--- src/rtl/hazard_pkg.sv ---
// Shared types and constants for the pipeline hazard tracker.
// Control bits travel as one packed struct so every stage register uses the same layout.
package hazard_pkg;

    localparam int REG_AW_DEF = 4;

    typedef struct packed {
        logic RegWrite;
        logic MemtoReg;
        logic PCSrc;
        logic Branch;
    } stage_ctrl_t;

    localparam stage_ctrl_t CTRL_BUBBLE = '0;

endpackage

--- src/rtl/pipe_stage_reg.sv ---
// Generic pipeline stage register: one cycle latency, clr beats en.
// No backpressure of its own; en=0 holds, clr=1 inserts an all-zero bubble.
module pipe_stage_reg #(
    parameter int W = 8
) (
    input  logic         clk,
    input  logic         reset,
    input  logic         en,
    input  logic         clr,
    input  logic [W-1:0] d,
    output logic [W-1:0] q
);

    always_ff @(posedge clk or posedge reset) begin
        if (reset) begin
            q <= '0;
        end else if (clr) begin
            q <= '0;
        end else if (en) begin
            q <= d;
        end
    end

endmodule

--- src/rtl/hazard_tracker.sv ---
// Carries register addresses and control bits D->E->M->W; produces match/pending flags for the hazard unit.
// Latency 1/2/3 cycles to E/M/W; StallD freezes only external D, FlushE bubbles E; saturating perf counters.
module hazard_tracker
    import hazard_pkg::*;
#(
    parameter int REG_AW = REG_AW_DEF,
    parameter int CNT_W  = 16
) (
    input  logic              clk,
    input  logic              reset,
    input  logic [REG_AW-1:0] RA1D,
    input  logic [REG_AW-1:0] RA2D,
    input  logic [REG_AW-1:0] RA3D,
    input  logic [REG_AW-1:0] WA3D,
    input  logic              RegWriteD,
    input  logic              MemtoRegD,
    input  logic              PCSrcD,
    input  logic              BranchD,
    input  logic              CondExE,
    input  logic              StallD,
    input  logic              FlushE,
    output logic              Match_1E_M,
    output logic              Match_1E_W,
    output logic              Match_2E_M,
    output logic              Match_2E_W,
    output logic              Match_3E_M,
    output logic              Match_3E_W,
    output logic              Match_12D_E,
    output logic              RegWriteM,
    output logic              RegWriteW,
    output logic              MemtoRegE,
    output logic              PCSrcW,
    output logic              BranchTakenE,
    output logic              PCWrPendingF,
    output logic [REG_AW-1:0] WA3M,
    output logic [REG_AW-1:0] WA3W,
    output logic [CNT_W-1:0]  StallCount,
    output logic [CNT_W-1:0]  FlushCount
);

    localparam int EW = 4*REG_AW + $bits(stage_ctrl_t);
    localparam int MW = REG_AW + 3;
    localparam int WW = REG_AW + 2;

    stage_ctrl_t       w_ctrl_d;
    stage_ctrl_t       w_ctrl_e;
    logic [REG_AW-1:0] w_ra1e, w_ra2e, w_ra3e, w_wa3e;
    logic [EW-1:0]     w_e_d, w_e_q;
    logic [MW-1:0]     w_m_d, w_m_q;
    logic [WW-1:0]     w_w_d, w_w_q;
    logic              w_memtoreg_m;
    logic              w_pcsrc_m;
    logic [CNT_W-1:0]  r_stall_cnt;
    logic [CNT_W-1:0]  r_flush_cnt;

    assign w_ctrl_d = '{RegWrite: RegWriteD, MemtoReg: MemtoRegD, PCSrc: PCSrcD, Branch: BranchD};
    assign w_e_d    = {RA1D, RA2D, RA3D, WA3D, w_ctrl_d};

    // StallD deliberately does not gate E: the stall only holds the D latch upstream.
    pipe_stage_reg #(.W(EW)) u_stage_e (
        .clk   (clk),
        .reset (reset),
        .en    (1'b1),
        .clr   (FlushE),
        .d     (w_e_d),
        .q     (w_e_q)
    );

    assign {w_ra1e, w_ra2e, w_ra3e, w_wa3e, w_ctrl_e} = w_e_q;

    // A failed condition turns the instruction into a bubble from M onward.
    assign w_m_d = {w_wa3e,
                    w_ctrl_e.RegWrite & CondExE,
                    w_ctrl_e.MemtoReg & CondExE,
                    w_ctrl_e.PCSrc    & CondExE};

    pipe_stage_reg #(.W(MW)) u_stage_m (
        .clk   (clk),
        .reset (reset),
        .en    (1'b1),
        .clr   (1'b0),
        .d     (w_m_d),
        .q     (w_m_q)
    );

    assign {WA3M, RegWriteM, w_memtoreg_m, w_pcsrc_m} = w_m_q;
    assign w_w_d = {WA3M, RegWriteM, w_pcsrc_m};

    pipe_stage_reg #(.W(WW)) u_stage_w (
        .clk   (clk),
        .reset (reset),
        .en    (1'b1),
        .clr   (1'b0),
        .d     (w_w_d),
        .q     (w_w_q)
    );

    assign {WA3W, RegWriteW, PCSrcW} = w_w_q;

    // Raw address compares; write-enable qualification happens in the hazard unit.
    assign Match_1E_M  = (w_ra1e == WA3M);
    assign Match_1E_W  = (w_ra1e == WA3W);
    assign Match_2E_M  = (w_ra2e == WA3M);
    assign Match_2E_W  = (w_ra2e == WA3W);
    assign Match_3E_M  = (w_ra3e == WA3M);
    assign Match_3E_W  = (w_ra3e == WA3W);
    assign Match_12D_E = (RA1D == w_wa3e) | (RA2D == w_wa3e);

    assign MemtoRegE    = w_ctrl_e.MemtoReg;
    assign BranchTakenE = w_ctrl_e.Branch & CondExE;
    assign PCWrPendingF = PCSrcD | w_ctrl_e.PCSrc | w_pcsrc_m;

    always_ff @(posedge clk or posedge reset) begin
        if (reset) begin
            r_stall_cnt <= '0;
            r_flush_cnt <= '0;
        end else begin
            if (StallD && (r_stall_cnt != '1)) begin
                r_stall_cnt <= r_stall_cnt + CNT_W'(1);
            end
            if (FlushE && (r_flush_cnt != '1)) begin
                r_flush_cnt <= r_flush_cnt + CNT_W'(1);
            end
        end
    end

    assign StallCount = r_stall_cnt;
    assign FlushCount = r_flush_cnt;

endmodule

--- config.mk ---
export PLATFORM = sky130hd
export DESIGN_NAME = hazard_tracker
export DESIGN_NICKNAME = d
export VERILOG_FILES = /design/src/rtl/hazard_pkg.sv /design/src/rtl/pipe_stage_reg.sv /design/src/rtl/hazard_tracker.sv
export SDC_FILE = /design/constraint.sdc
export NUM_CORES = 1
export LEC_CHECK = 0
export CAP_MARGIN = 20
export CELL_PAD_IN_SITES_DETAIL_PLACEMENT = 0
export CELL_PAD_IN_SITES_GLOBAL_PLACEMENT = 1
export CORE_MARGIN = 2
export CORE_UTILIZATION = 49
export CTS_CLUSTER_SIZE = 24
export DETAILED_ROUTE_END_ITERATION = 10
export DONT_BUFFER_PORTS = 1
export PLACE_DENSITY_LB_ADDON = 0.1
export SYNTH_ARGS = -nofsm -noshare
export SYNTH_HDL_FRONTEND = slang
export SYNTH_SLANG_ARGS = --single-unit
--- constraint.sdc ---
create_clock -name clk -period 2.41 [get_ports clk]
set_input_delay 0.482 -clock clk [delete_from_list [all_inputs] [get_ports clk]]
set_output_delay 0.482 -clock clk [all_outputs]
set_load 0.01 [all_outputs]
# Yosys cells after proc, flatten, opt, wreduce, memory -nomap -nowiden
# Index checks and enable logic that the tools add are counted.
# word_totals
inputBits	25
out_inout_bits	53
word_cells	27
ff_bits	65
# classes
n_reduce_logical	2
addsub	2
n_bitwise	7
muxes	1
n_eq_ne	10
# op_table
op	count
16-bit by 1-bit adder with 16-bit output (second input constant)	2
4-bit == test	8
16-bit inequality test (second input constant)	2
20-bit two-way mux	1
1-bit AND	4
1-bit OR	3
1-bit logical AND	2

# Longest topological paths before layout
# logic_depth
ltp_word	2
depth_mapped	5
ltp_nobuf	5

# Cells and area by module
# Synthesis repeated with hierarchy kept, for this count alone.
# hier_totals
hier_cells	309
area_unflattened_um2	3384.5
# modules_own_cells
module	seq_area_each_um2	cells_each	area_per_inst_um2	instances
hazard_tracker	800.8	201	2040.7	1
pipe_stage_reg at u_stage_e	500.5	65	809.5	1
pipe_stage_reg at u_stage_m	175.2	23	286.5	1
pipe_stage_reg at u_stage_w	150.1	20	247.7	1

# Worst setup path before layout
# No wires, ideal clock.
# synth_path
path_type	flip-flop to flip-flop
startpoint	register r_flush_cnt[0] (netlist: FlushCount[0])
endpoint	register r_flush_cnt[1] (netlist: FlushCount[1])
period_less_slack_ns	1.785
arrival_time_ns	1.660
setup_slack_ns	0.625
path_stages_with_launch	6
t_required_ns	2.285
n_path_buf	0
setup_ns	0.125
cell_sequence	dfrtp_1 -> ha_1 -> nand4_1 -> or4_4 -> o21ai_4 -> mux2_4
# synth_via
elab_chain_len	2
elab_cells_between_ends	3
cone_classes	add/sub: 1; eq/ne: 1; reduce/logical: 1
# synth_lines
element	line_no	source
start: declaration	hazard_tracker.sv:54	logic [CNT_W-1:0] r_flush_cnt;
start signal: assignment	hazard_tracker.sv:122	r_flush_cnt <= r_flush_cnt + CNT_W'(1);
parallel branches: the longest is 2 deep, another holds 16-bit by 1-bit adder with 16-bit output	--	
# Several ways; the timed one is not identified.
# A chain may end at the register's enable or synchronous reset.

# Worst setup path in the final report
# layout_path
startpoint	register u_stage_m.q[4]
endpoint	output port Match_2E_M
# layout_via
elab_chain_len	1
# layout_lines
element	line_no	source
start: declaration	pipe_stage_reg.sv:11	output logic [W-1:0] q
start signal: assignment	pipe_stage_reg.sv:16	q <= '0;
start signal: assignment	pipe_stage_reg.sv:18	q <= '0;
start signal: assignment	pipe_stage_reg.sv:20	q <= d;
4-bit == test	hazard_tracker.sv:103	assign Match_2E_M = (w_ra2e == WA3M);
end: declaration	hazard_tracker.sv:24	output logic Match_2E_M,
# No other way between the ends.

==> results.cfg <==
[floorplanning]
die-height_um = 81
initial_core_util_pct = 50.0
chipWidth_um = 81
coreArea_sq_um = 5820
die_area_sq_um = 6560
rows = 28
io_pins = 78

[power_and_ir_drop]
seq_power_share_pct = 56.3
swShare_pct = 31.5
p_clk_share_pct = 30.7
p_int_mw = 1.81
peakVddDrop_mv = 0.504
powerDensity_nw_per_um2 = 837
comb_power_share_pct = 13.0
p_switching_mw = 0.830
power_leakage_nw = 1.47

[cells_and_area]
drive_gt1_share_pct = 12.0
fin_area_sq_um = 3150
final_cells = 334
area.growth.synth_to_final_pct = 8.48
final.fill_count = 545
finalNetCount = 282
diodes = 0

[synthesis]
synth_common_cells = dfrtp_1 (64), xor2_1 (38), nor2b_1 (20)
synth_cells = 248
synthTopCellsByArea = dfrtp_1 (55%), xor2_1 (11%), xnor2_1 (5.1%), nor2b_1 (4.3%), nand4_1 (2.8%)
syn_area_sq_um = 2910
synth.most_common_cell = dfrtp_1
synth_edf_count = 0
netlist.area_leader.share_pct = 55.1
avgSynthCellArea_sq_um = 11.7
ys_ff_latch = 64
synth.distinct_cells = 40
synth_top_area_cell = dfrtp_1
synth_warnings = 0
synth-main-ff-cell = dfrtp_1
synthArstFlopShare_pct = 100
yosysSeqAreaShare_pct = 55.1
syn_nets = 275

[outcome]
status = complete, no violations

[drt]
ant_nets = 0
wl_mm = 5.60
drtPass1Iterations = 4
wl_per_cell_um = 16.8
vias = 1847
drt_iter0_drc = 74
vias_per_cell = 5.53
drcViolationCount = 0

[timing]
final_max_slew_viol_count = 0
hold_ws_ns = 0.0947
post-route-min-period_ns = 2.06
relSlewSlack_pct = 58.4
rsz0062_at_grt = false
worst_slew_pin_slew_ns = 0.615
tns_ns = 0
finalSetupViolCount = 0
hold_violations = 0
worst_slack_ns = 0.354
max_clock_freq_mhz = 486
finClkSkew_ns = 0.0101
fin_crit_sh_pct = 85.3

[worst_hold_path]
holdCritPathClass = primary input to async pin

[clocking]
clock_latency_ns = 0.33
clkSinkCount = 64
cts_tree = yes
cts.reportedPaths.clkPinSlew_ns = 0.07
root_buffer = clkbuf_8
cts_resized = 0
cts_buffer_depth = 2
ctsHoldBuffers = 0
cts_setup_buffers = 0
cts_made_buffers = 9
htree_num_levels = 3

[critical_path]
start_kind = flip-flop
end_kind = primary output
cp_max_fo = 5
arrival_ns = 1.57
reg2regPathDepth = 5
critical_path_required_ns = 1.93
crit_type = flip-flop to primary output

[placed_design]
io_buffers = 0
dpl.hpwl_mm = 3.98
dp_slack_ns = 0.461
dpl_cell_area_sq_um = 2980
placedCellCount = 319
gp_congestion = 0.772

[grt]
grt_pass1_wl_mm = 9.31
grt_overflow = 0
grt_max_degree = 30
grt_pass1_vias = 1915
groute.usage.overall_pct = 19.1
antenna_found_initial = 0

[flow_run]
max_cap_viol_count = 0
## per-layer routing
layer  vias to the layer above  wire [um]  global-route usage (%)
met1                       905       2450                    24.0
met3                        11        421                    6.44
met2                        59       2620                    29.3
met5                         -          0                       0
li1                        872          -                       -
met4                         0        104                    9.66
## critical path: stages, from the launching register on
cell,delay (ns)
dfrtp_1,0.48
xor2_1,0.21
nor4_1,0.55
## stage by stage
| step | total power [mW] | utilization, % |
|---|---|---|
| finish | 2.64 | 54.2 |
| global route | 2.80 | 54.2 |
| CTS | 2.68 | 54.2 |
| detailed placement | 1.85 | 51.2 |
| global placement | 1.84 | 51.2 |
| floorplan | 1.75 | - |
## sequential cells by signal (all words and copies together), names as in the netlist
name         cells
FlushCount      16
u_stage_m.q      6
u_stage_e.q     20
u_stage_w.q      6
StallCount      16
## cells in the final DEF, fill, tap and decap left out, drive strengths merged, types with 2 or more instances in the layout
cell     synthesis  final
o2111ai          3      3
nor2b           20     20
xnor2           17     17
nor2            11     11
o21ai            2      2
xor2            38     38
dfrtp           64     64
nand4           15     15
nand3            7      7
and2             5      5
ha               2      2
a21oi            6      6
and3             5      5
nor3             9      9
nor4             9      9
or2              3      3
buf              5      3
clkbuf           2     12
mux2             3      3
nand2            8      8
inv              3      3
clkinv           0      2
## final timing paths
check,slack [ns],end,startpoint
setup / recovery,0.35,Match_2E_M,u_stage_m.q[4]$_DFF_PP0_
hold / removal,0.09,FlushCount[14]$_DFFE_PP0P_,reset
min in group clk,0.21,u_stage_e.q[3]$_DFF_PP0_,FlushE
max in group asynchronous,1.51,StallCount[12]$_DFFE_PP0P_,reset
hold reg to reg,0.38,u_stage_w.q[0]$_DFF_PP0_,u_stage_m.q[0]$_DFF_PP0_
setup reg to reg,0.45,StallCount[1]$_DFFE_PP0P_,StallCount[0]$_DFFE_PP0P_
## power by group through the flow
| stage | combinational, mW | sequential, mW | clock (mW) |
|---|---|---|---|
| after floorplan | 0.301 | 1.45 | 0 |
| after global placement | 0.340 | 1.50 | 0 |
| after detailed placement | 0.347 | 1.51 | 0 |
| after CTS | 0.348 | 1.49 | 0.845 |
| after global routing | 0.399 | 1.51 | 0.892 |
| final | 0.344 | 1.48 | 0.811 |
## cell families (layout without fill, tap and decap cells)
family | after synthesis | after routing | synth area share (%)
AO/OA/AOI/OAI | 15 | 15 | 3.79
AND/OR/NAND/NOR | 98 | 98 | 20.2
buffers and inverters | 10 | 21 | 1.85
flip-flops | 64 | 64 | 55.1
multiplexers | 4 | 4 | 1.64
XOR/XNOR | 55 | 55 | 16.6
adder cells (fa/ha/maj) | 2 | 2 | 0.861
## final cells by class
cell class / instances / area (sq um) / share of cell area [%]
clock buffers: 12 / 155 / 4.92
clock inverters: 3 / 17.5 / 0.556
inverters: 3 / 11.3 / 0.357
multi-input cells: 174 / 1250 / 39.7
flip-flops and latches: 64 / 1600 / 50.8
well taps: 75 / 93.8 / 2.98
repair buffers: 3 / 22.5 / 0.715
Power figures use the tool's default switching activity.
